`src/rtl/div_const_seq_ctrl.sv`:
```
// Iterative unsigned divide-by-constant: one shared CHUNK-bit stage walks the dividend MSB first.
// Results are registered and stay held until the next operation completes.
module div_const_seq_ctrl #(
  parameter  int W     = 64,
  parameter  int D     = 11,
  parameter  int CHUNK = 2,
  localparam int RW    = $clog2(D),
  localparam int NSTEP = W / CHUNK
) (
  input  logic          clk,
  input  logic          rst,
  input  logic          in_valid,
  output logic          in_ready,
  input  logic [W-1:0]  in_x,
  output logic          out_valid,
  input  logic          out_ready,
  output logic [W-1:0]  out_q,
  output logic [RW-1:0] out_r,
  output logic          busy
);

  localparam int TW = RW + CHUNK;
  localparam int CW = (NSTEP > 1) ? $clog2(NSTEP) : 1;
  localparam logic [TW-1:0] DIV_V = TW'(D);
  localparam logic [CW-1:0] LAST_CNT = CW'(NSTEP - 1);

  typedef enum logic [1:0] {
    IDLE = 2'd0,
    RUN  = 2'd1,
    DONE = 2'd2
  } state_t;

  state_t        state_r, state_next_s;
  logic [W-1:0]  xs_r;
  logic [W-1:0]  q_r;
  logic [RW-1:0] rem_r;
  logic [CW-1:0] cnt_r;

  logic [TW-1:0]    t_s;
  logic [CHUNK-1:0] tq_s;
  logic [RW-1:0]    tr_s;
  logic [W-1:0]     q_next_s;

  // Shared chunk stage: since rem < D, t/D fits CHUNK bits and t%D fits RW bits.
  always_comb begin
    t_s      = {rem_r, xs_r[W-1 -: CHUNK]};
    tq_s     = CHUNK'(t_s / DIV_V);
    tr_s     = RW'(t_s % DIV_V);
    q_next_s = {q_r[W-CHUNK-1:0], tq_s};
  end

  // Next-state logic for the IDLE -> RUN -> DONE -> IDLE sequence.
  always_comb begin
    state_next_s = state_r;
    case (state_r)
      IDLE: begin
        if (in_valid) state_next_s = RUN;
        else          state_next_s = IDLE;
      end
      RUN: begin
        if (cnt_r == LAST_CNT) state_next_s = DONE;
        else                   state_next_s = RUN;
      end
      DONE: begin
        if (out_ready) state_next_s = IDLE;
        else           state_next_s = DONE;
      end
      default: state_next_s = IDLE;
    endcase
  end

  // State, datapath and registered handshake outputs.
  always_ff @(posedge clk) begin
    if (rst) begin
      state_r   <= IDLE;
      xs_r      <= '0;
      q_r       <= '0;
      rem_r     <= '0;
      cnt_r     <= '0;
      out_q     <= '0;
      out_r     <= '0;
      out_valid <= 1'b0;
      in_ready  <= 1'b1;
      busy      <= 1'b0;
    end else begin
      state_r   <= state_next_s;
      in_ready  <= (state_next_s == IDLE);
      out_valid <= (state_next_s == DONE);
      busy      <= (state_next_s != IDLE);
      case (state_r)
        IDLE: begin
          if (in_valid) begin
            xs_r  <= in_x;
            q_r   <= '0;
            rem_r <= '0;
            cnt_r <= '0;
          end else begin
            xs_r  <= xs_r;
          end
        end
        RUN: begin
          rem_r <= tr_s;
          q_r   <= q_next_s;
          xs_r  <= xs_r << CHUNK;
          cnt_r <= cnt_r + CW'(1);
          // The final step publishes straight into the held result registers.
          if (cnt_r == LAST_CNT) begin
            out_q <= q_next_s;
            out_r <= tr_s;
          end else begin
            out_q <= out_q;
          end
        end
        default: begin
          xs_r <= xs_r;
        end
      endcase
    end
  end

endmodule

```
`config.mk`:
```
export PLATFORM = sky130hd
export DESIGN_NAME = div_const_seq_ctrl
export DESIGN_NICKNAME = d
export VERILOG_FILES = /design/src/rtl/div_const_seq_ctrl.sv
export SDC_FILE = /design/constraint.sdc
export NUM_CORES = 1
export LEC_CHECK = 0
export BUFFER_PORTS_ARGS = -buffer_cell sky130_fd_sc_hd__buf_4
export CORE_MARGIN = 2
export CORE_UTILIZATION = 55
export CTS_CLUSTER_SIZE = 12
export DETAILED_ROUTE_END_ITERATION = 8
export PLACE_DENSITY = 0.89
export SYNTH_ARGS = -nofsm -noshare
export SYNTH_HDL_FRONTEND = slang
export SYNTH_SLANG_ARGS = --single-unit
```
`constraint.sdc`:
```
create_clock -name clk -period 3.9 [get_ports clk]
set_input_delay 0.195 -clock clk [delete_from_list [all_inputs] [get_ports clk]]
set_output_delay 0.195 -clock clk [all_outputs]
set_load 0.05 [all_outputs]
```
==> summary.txt, run 1 <==
worst r2r path cells: 14
Die Ht: 124 µm
GPL Wtd Cong: 0.836
postcts setup bufs: 0
Int Power: 3.35 mW
post-synthesis cell area: 7900 µm²
sequential power share: 51.8%
Post-Route WL: 18600 µm
power per cell area: 454 nW/µm²
Compound-Gate Fraction of Synth Area: 25.5%
slew margin rel.: 23.5%
reg2reg setup slack: 430 ps
Post-Synthesis Cells: 903
total gr overflow: 0
endpoints failing setup: 0
worst path arrival time: 3790 ps
Synth Register Bits: 208
GRT Util Overall: 23.8%
via count: 6974
wire per inst: 15.8 µm
top_reg_cell synth: dfxtp_1
post-CTS resize count: 0
Leak: 3.67 nW
vias in the first global route: 6264
CP required: 4220 ps
final hold violation count: 0
H-tree Lvls: 1
Post-route DRC: 0
peak supply drop: 373 µV
Antenna Cells: 0
Inserted Clock Buffers: 21
global-route wire length before repair: 30100 µm
IO Count: 139
skew final: 12.3 ps
Root Driver: clkbuf_16
simple-gate share of the synthesized area: 12.9%
worst min-delay path category: primary input to flop
largest family of logic cells by synthesized area: compound AO/OA/AOI/OAI gates
Psw: 0.963 mW
worst hold endpoint: xs_r[42]$_SDFFE_PP0P_
DRT antenna net count: 0
adder-cell share of the synthesized area: 0.633%
sequential area share after synthesis: 52.7%
status: completed
fmax: 0.288 GHz
setup TNS: 0 ps
total power: 4.31 mW
Synth async-reset ratio: 0%
CTS Sinks: 208
DP HPWL: 10800 µm
row cnt: 43
clock-pin slew on the worst setup and hold paths: 60 ps
Switching Fraction: 22.3%
layout cells sized above 1: 19.1%
area grow syn2layout: 20.3%
Setup crit end kind: flop
detailed-router iteration count before antenna repair: 5
Syn Nets: 975
mux cell area share after synthesis: 0.380%
clock share of power: 40.5%
clk_lat worst skew: 480 ps
Initial Util: 56.7%
Reg-to-Reg Start: rem_r[2]$_SDFFE_PP0P_
Die W: 124 µm
final worst-path cycle share: 89.0%
worst slew pin tran: 1150 ps
combinational power share: 7.7%
Setup crit start kind: flop
Yosys cell types: 54
vias per cell: 5.92
Hold Slack: 80.6 ps
initial antenna violation count: 0
Max Cap Violations: 0
IO buf count: 138
core footprint: 13900 µm²
Starting DRT DRC Count: 633
max-slew violations: 0
Max clock buf depth: 3
post-route minimum period: 3470 ps
crit-path max FO: 14
fin nets: 1067
xor/xnor share of the synthesized area: 0.111%
EDFF count, synth: 0
crit path kind: flop to flop
HP Start: in_x[42]
Die Area: 15300 µm²
largest net degree at the start of global routing: 154
RSZ-0062 raised after global routing: false
hold buffer count at cts: 3
Avg Cell Area, Syn: 8.75 µm²
reg2reg end: rem_r[1]$_SDFFE_PP0P_
CTS tree: built
Syn. warnings: 0
WHS Path Cells: 3
## power groups by stage
stage | Combinational [mW] | Clock, mW | Sequential, mW
6_report | 0.332 | 1.75 | 2.24
5_1_grt | 0.366 | 1.87 | 2.24
4_1_cts | 0.328 | 1.79 | 2.23
3_5_place_dp | 0.323 | 0 | 2.28
3_3_place_gp | 0.315 | 0 | 2.28
2_1_floorplan | 0.227 | 0 | 2.27
## metal layers
metal  routed length [µm]  track usage, %  share of wire (%)  vias to the layer above
met5                    0               0                  0                        -
met4                  677            10.2                3.6                        0
met3                  820            3.57                4.4                       53
met2                 9050            38.4                 49                      210
met1                 8030            31.9                 43                     3339
li1                     -               -                  -                     3372
## flip-flops by register name, summed over array words and instances (netlist names)
name       cells
cnt_r          5
state_r        2
out_q         64
q_r           62
out_valid      1
xs_r          64
out_r          4
busy           1
in_ready       1
rem_r          4
## logic make-up after synthesis
family                     after synthesis
xor gates and xnor gates                 1
adders and majority gates                4
muxes                                    3
AOI/OAI and AO/OA                      291
DFF                                    208
and+or+nand+nor                        248
buffers and inverters                  148
## metrics by stage
stage / std cells / util [%] / cell area, µm² / setup slack (ps)
final: 1178 / 68.2 / 9500 / 429
after global placement: 1149 / 63.9 / 8900 / 761
after detailed placement: 1149 / 63.9 / 8900 / 607
after global routing: 1178 / 68.2 / 9500 / 222
after floorplan: 903 / - / 7900 / 957
after CTS: 1178 / 68.2 / 9500 / 521
## synthesized netlist by cell type (2+ instances only)
cell type,count,area share (%)
dfxtp_1,208,53
nor3_1,2,0.13
o31ai_1,4,0.38
o21ai_0,4,0.25
inv_1,63,3.0
nor2b_1,2,0.16
ha_1,4,0.63
nand3b_1,3,0.29
or2_2,2,0.16
o22ai_1,62,4.9
a2bb2oi_1,2,0.22
nand2_1,135,6.4
a21oi_1,72,4.6
clkbuf_8,4,0.70
inv_2,2,0.095
nor2_1,86,4.1
a221oi_1,61,6.8
buf_2,2,0.13
a22oi_1,67,6.4
clkbuf_1,73,3.5
a211oi_1,6,0.57
nand3_1,4,0.25
buf_6,2,0.29
mux2i_1,3,0.38
## how the worst max path moves through the flow
stage / start / endpoint / slack [ps] / cells after the start
CTS: rem_r[2]$_SDFFE_PP0P_ / rem_r[1]$_SDFFE_PP0P_ / 520 / 14
global route: rem_r[2]$_SDFFE_PP0P_ / rem_r[1]$_SDFFE_PP0P_ / 220 / 14
floorplan: rem_r[2]$_SDFFE_PP0P_ / out_r[0]$_SDFFE_PP0P_ / 960 / 15
detailed placement: rem_r[1]$_SDFFE_PP0P_ / rem_r[1]$_SDFFE_PP0P_ / 610 / 14
finish: rem_r[2]$_SDFFE_PP0P_ / rem_r[1]$_SDFFE_PP0P_ / 430 / 14
global placement: rem_r[1]$_SDFFE_PP0P_ / rem_r[0]$_SDFFE_PP0P_ / 760 / 14
## layout make-up
class / instances / area (µm²)
Multi-Input combinational cell: 547 / 3140
Tap cell: 180 / 225
Fill cell: 1098 / 4430
Clock buffer: 26 / 574
Sequential cell: 208 / 4160
Timing Repair Buffer: 152 / 1150
Inverter: 65 / 244
## critical path, cell delays in order (launching register included)
cell and delay [ps]:
dfxtp_1 540, or2_1 180, a31oi_1 140, ha_1 300
nor2_1 140, a2bb2oi_1 360, and2_2 250, nand2_1 70
mux2i_1 200, ha_1 290, nor2_1 100, a211oi_2 320
nor2_2 90, mux2i_1 250, o31ai_1 90
## cell usage in the layout, fill, tap and decap left out, types with 2 or more instances in the layout
cell type,instances
nand2_2,2
buf_4,148
o31ai_1,4
inv_2,2
nand3b_1,3
nor2b_1,2
and2_2,2
ha_1,4
a22oi_1,67
dfxtp_1,208
mux2i_1,3
nor3_1,2
or2_2,2
nand3_1,4
nand2_1,133
a221oi_1,61
o21ai_0,4
o22ai_1,62
clkbuf_1,2
dlygate4sd3_1,3
inv_1,63
clkbuf_16,21
a211oi_1,6
a21oi_1,72
nor2_1,85
a2bb2oi_1,2
clkbuf_8,3
(Power assumes the default switching activity.)
==> run 2: changes to the inputs <==
CORE_UTILIZATION = 50   (was 55)
PLACE_DENSITY = 0.85   (was 0.89)
clock period = 2.9 ns   (was 3.9 ns; I/O delays follow)
==> summary.txt, run 2 (synthesis gave the netlist of run 1 again) <==
Max clock buf depth: 3 (unchanged)
sequential power share: 47.5% (-4.3 points)
combinational power share: 7.6% (about the same)
final hold violation count: 0 (unchanged)
clock share of power: 44.9% (+4.4 points)
largest net degree at the start of global routing: 112 (-27%)
worst min-delay path category: primary input to flop
Die Ht: 130 µm (+4.7%)
total gr overflow: 0 (unchanged)
most common library cell in the layout ignoring fill and taps: dfxtp_1
worst slew pin tran: 1110 ps (-39.1 ps)
endpoints failing setup: 0 (unchanged)
reg2reg end: out_r[1]$_SDFFE_PP0P_
Initial Util: 51.6% (-5.1 points)
CP max stage delay: 360 ps (-180 ps)
clock-pin slew on the worst setup and hold paths: 60 ps (about the same)
DRT antenna net count: 0 (unchanged)
design area: 10000 µm² (+5.2%)
Post-route DRC: 0 (unchanged)
peak supply drop: 458 µV (+23%)
Starting DRT DRC Count: 619 (-2.2%)
Antenna Cells: 0 (unchanged)
storage element area: 4170 µm² (+0.15%)
fin nets: 1088 (+2.0%)
Largest regs: out_q (64), xs_r (64), q_r (62)
Inserted Clock Buffers: 23 (+9.5%)
core footprint: 15300 µm² (+9.9%)
crit path kind: flop to flop
# fillers: 1253 (+14%)
Max Cap Violations: 0 (unchanged)
worst r2r path cells: 14 (unchanged)
GRT Util Overall: 21.7% (-2.2 points)
vias in the first global route: 6198 (-1.1%)
wire per inst: 15.3 µm (-2.8%)
max-slew violations: 0 (unchanged)
Psw: 1.42 mW (+47%)
CP required: 3260 ps (-960 ps)
GPL Wtd Cong: 0.793 (-5.2%)
final worst-path cycle share: 97.5% (+8.5 points)
layout cells sized above 1: 22.3% (+3.1 points)
post-route minimum period: 2830 ps (-644 ps)
detailed-router iteration count before antenna repair: 5 (unchanged)
H-tree Lvls: 1 (unchanged)
row cnt: 45 (+4.7%)
crit-path max FO: 4 (-10)
Setup crit end kind: flop
CTS tree: built
IO buf count: 138 (unchanged)
skew final: 12.2 ps (-0.138 ps)
CP Cell Sequence: or2_4, a31oi_4, ha_2, nor2_2, a2bb2oi_2, and2_4, nand2_2, mux2i_2, ha_2, a311oi_2, a211oi_2, nor2_2, mux2i_2, o31ai_1
Reg-to-Reg Start: rem_r[2]$_SDFFE_PP0P_
IO Count: 139 (unchanged)
critical path's slowest cell: dfxtp_4
setup TNS: 0 ps (unchanged)
Die W: 130 µm (+4.7%)
via count: 6929 (-0.65%)
area grow syn2layout: 26.6%
Int Power: 4.91 mW (+46%)
area of the multi-input gates: 3210 µm² (+2.0%)
initial antenna violation count: 0 (unchanged)
placed cell areas: 9080 µm² (+2.0%)
Setup crit start kind: flop
WHS Path Cells: 3 (unchanged)
commonest cells after routing, fill and taps aside: dfxtp_1 (205), buf_4 (156), nand2_1 (132), nor2_1 (84), a21oi_1 (71)
status: completed
DP HPWL: 11300 µm (+4.0%)
reg2reg setup slack: 70 ps (-360 ps)
global-route wire length before repair: 30200 µm (+0.44%)
worst hold endpoint: xs_r[39]$_SDFFE_PP0P_
Post-Route WL: 19000 µm (+2.3%)
Leak: 3.87 nW (+5.5%)
Die Area: 16800 µm² (+9.7%)
worst path arrival time: 3190 ps (-600 ps)
power per cell area: 632 nW/µm² (+39%)
worst path bufs/invs: 0 (unchanged)
slew margin rel.: 25.8% (+2.3 points)
clk_lat worst skew: 500 ps (+20 ps)
HP Start: in_x[39]
CTS Sinks: 208 (unchanged)
fmax: 0.354 GHz (+23%)
crit-path leading delay family: compound AO/OA/AOI/OAI gates
vias per cell: 5.59 (-5.6%)
Root Driver: clkbuf_16
Switching Fraction: 22.4% (+0.12 points)
run 2: worst reg2reg max path: cells and delay by family (launching register included):
kind / cells / cell delay (ps)
DFF: 1 / 360
and+or+nand+nor: 5 / 720
muxes: 2 / 370
AOI/OAI and AO/OA: 5 / 790
adders and majority gates: 2 / 460
run 2: routing by layer:
metal / up-vias / wire length [µm] / part of all wire (%) / GRT usage, %
met5: - / 0 / 0 / 0
met4: 0 / 764 / 4.0 / 9.68
met3: 51 / 748 / 3.9 / 2.87
met2: 192 / 9370 / 49 / 35.9
met1: 3262 / 8140 / 43 / 28.4
li1: 3424 / - / - / -
run 2: stage by stage:
stage          hold slack [ps]  setup WS (ps)  std cells  util, %  power (mW)
3_3_place_gp               387           61.9       1189     59.3        3.50
3_5_place_dp               400          -48.9       1189     59.3        3.52
6_report                  13.6           72.9       1240     65.3        6.33
2_1_floorplan              231           49.3        903        -        3.36
5_1_grt                   8.91          -45.6       1240     65.3        6.55
4_1_cts                   1.14           2.45       1238     64.9        6.36
run 2: worst max path at each step:
stage | from | to | slack (ps) | depth (start not counted)
after global routing | rem_r[0]$_SDFFE_PP0P_ | q_r[0]$_SDFFE_PP0P_ | -50 | 15
final | rem_r[2]$_SDFFE_PP0P_ | out_r[1]$_SDFFE_PP0P_ | 70 | 14
after CTS | rem_r[2]$_SDFFE_PP0P_ | rem_r[1]$_SDFFE_PP0P_ | 2 | 14
after detailed placement | rem_r[2]$_SDFFE_PP0P_ | rem_r[1]$_SDFFE_PP0P_ | -50 | 14
after floorplan | rem_r[2]$_SDFFE_PP0P_ | out_r[0]$_SDFFE_PP0P_ | 50 | 15
after global placement | rem_r[2]$_SDFFE_PP0P_ | out_r[1]$_SDFFE_PP0P_ | 60 | 14
run 2: final cells by class:
type	count	area share (%)
flip-flops and latches	208	41.7
multi-input cells	547	32.1
repair buffers	171	13.7
clock buffers	36	7.04
well taps	211	2.64
inverters	65	2.44
clock inverters	2	0.388
run 2: what timing repair did:
item,in CTS,in global routing
hold buffers,9,0
pin swaps,3,7
hold endpoints to repair,19,0
resized for setup,2,15
setup endpoints to repair,2,8
setup buffers,2,2
run 2: power groups by stage:
stage / logic [mW] / clock network, mW / registers, mW
4_1_cts: 0.469 / 2.89 / 3.00
5_1_grt: 0.533 / 3.01 / 3.01
3_3_place_gp: 0.445 / 0 / 3.06
3_5_place_dp: 0.454 / 0 / 3.06
6_report: 0.483 / 2.84 / 3.00
2_1_floorplan: 0.305 / 0 / 3.05
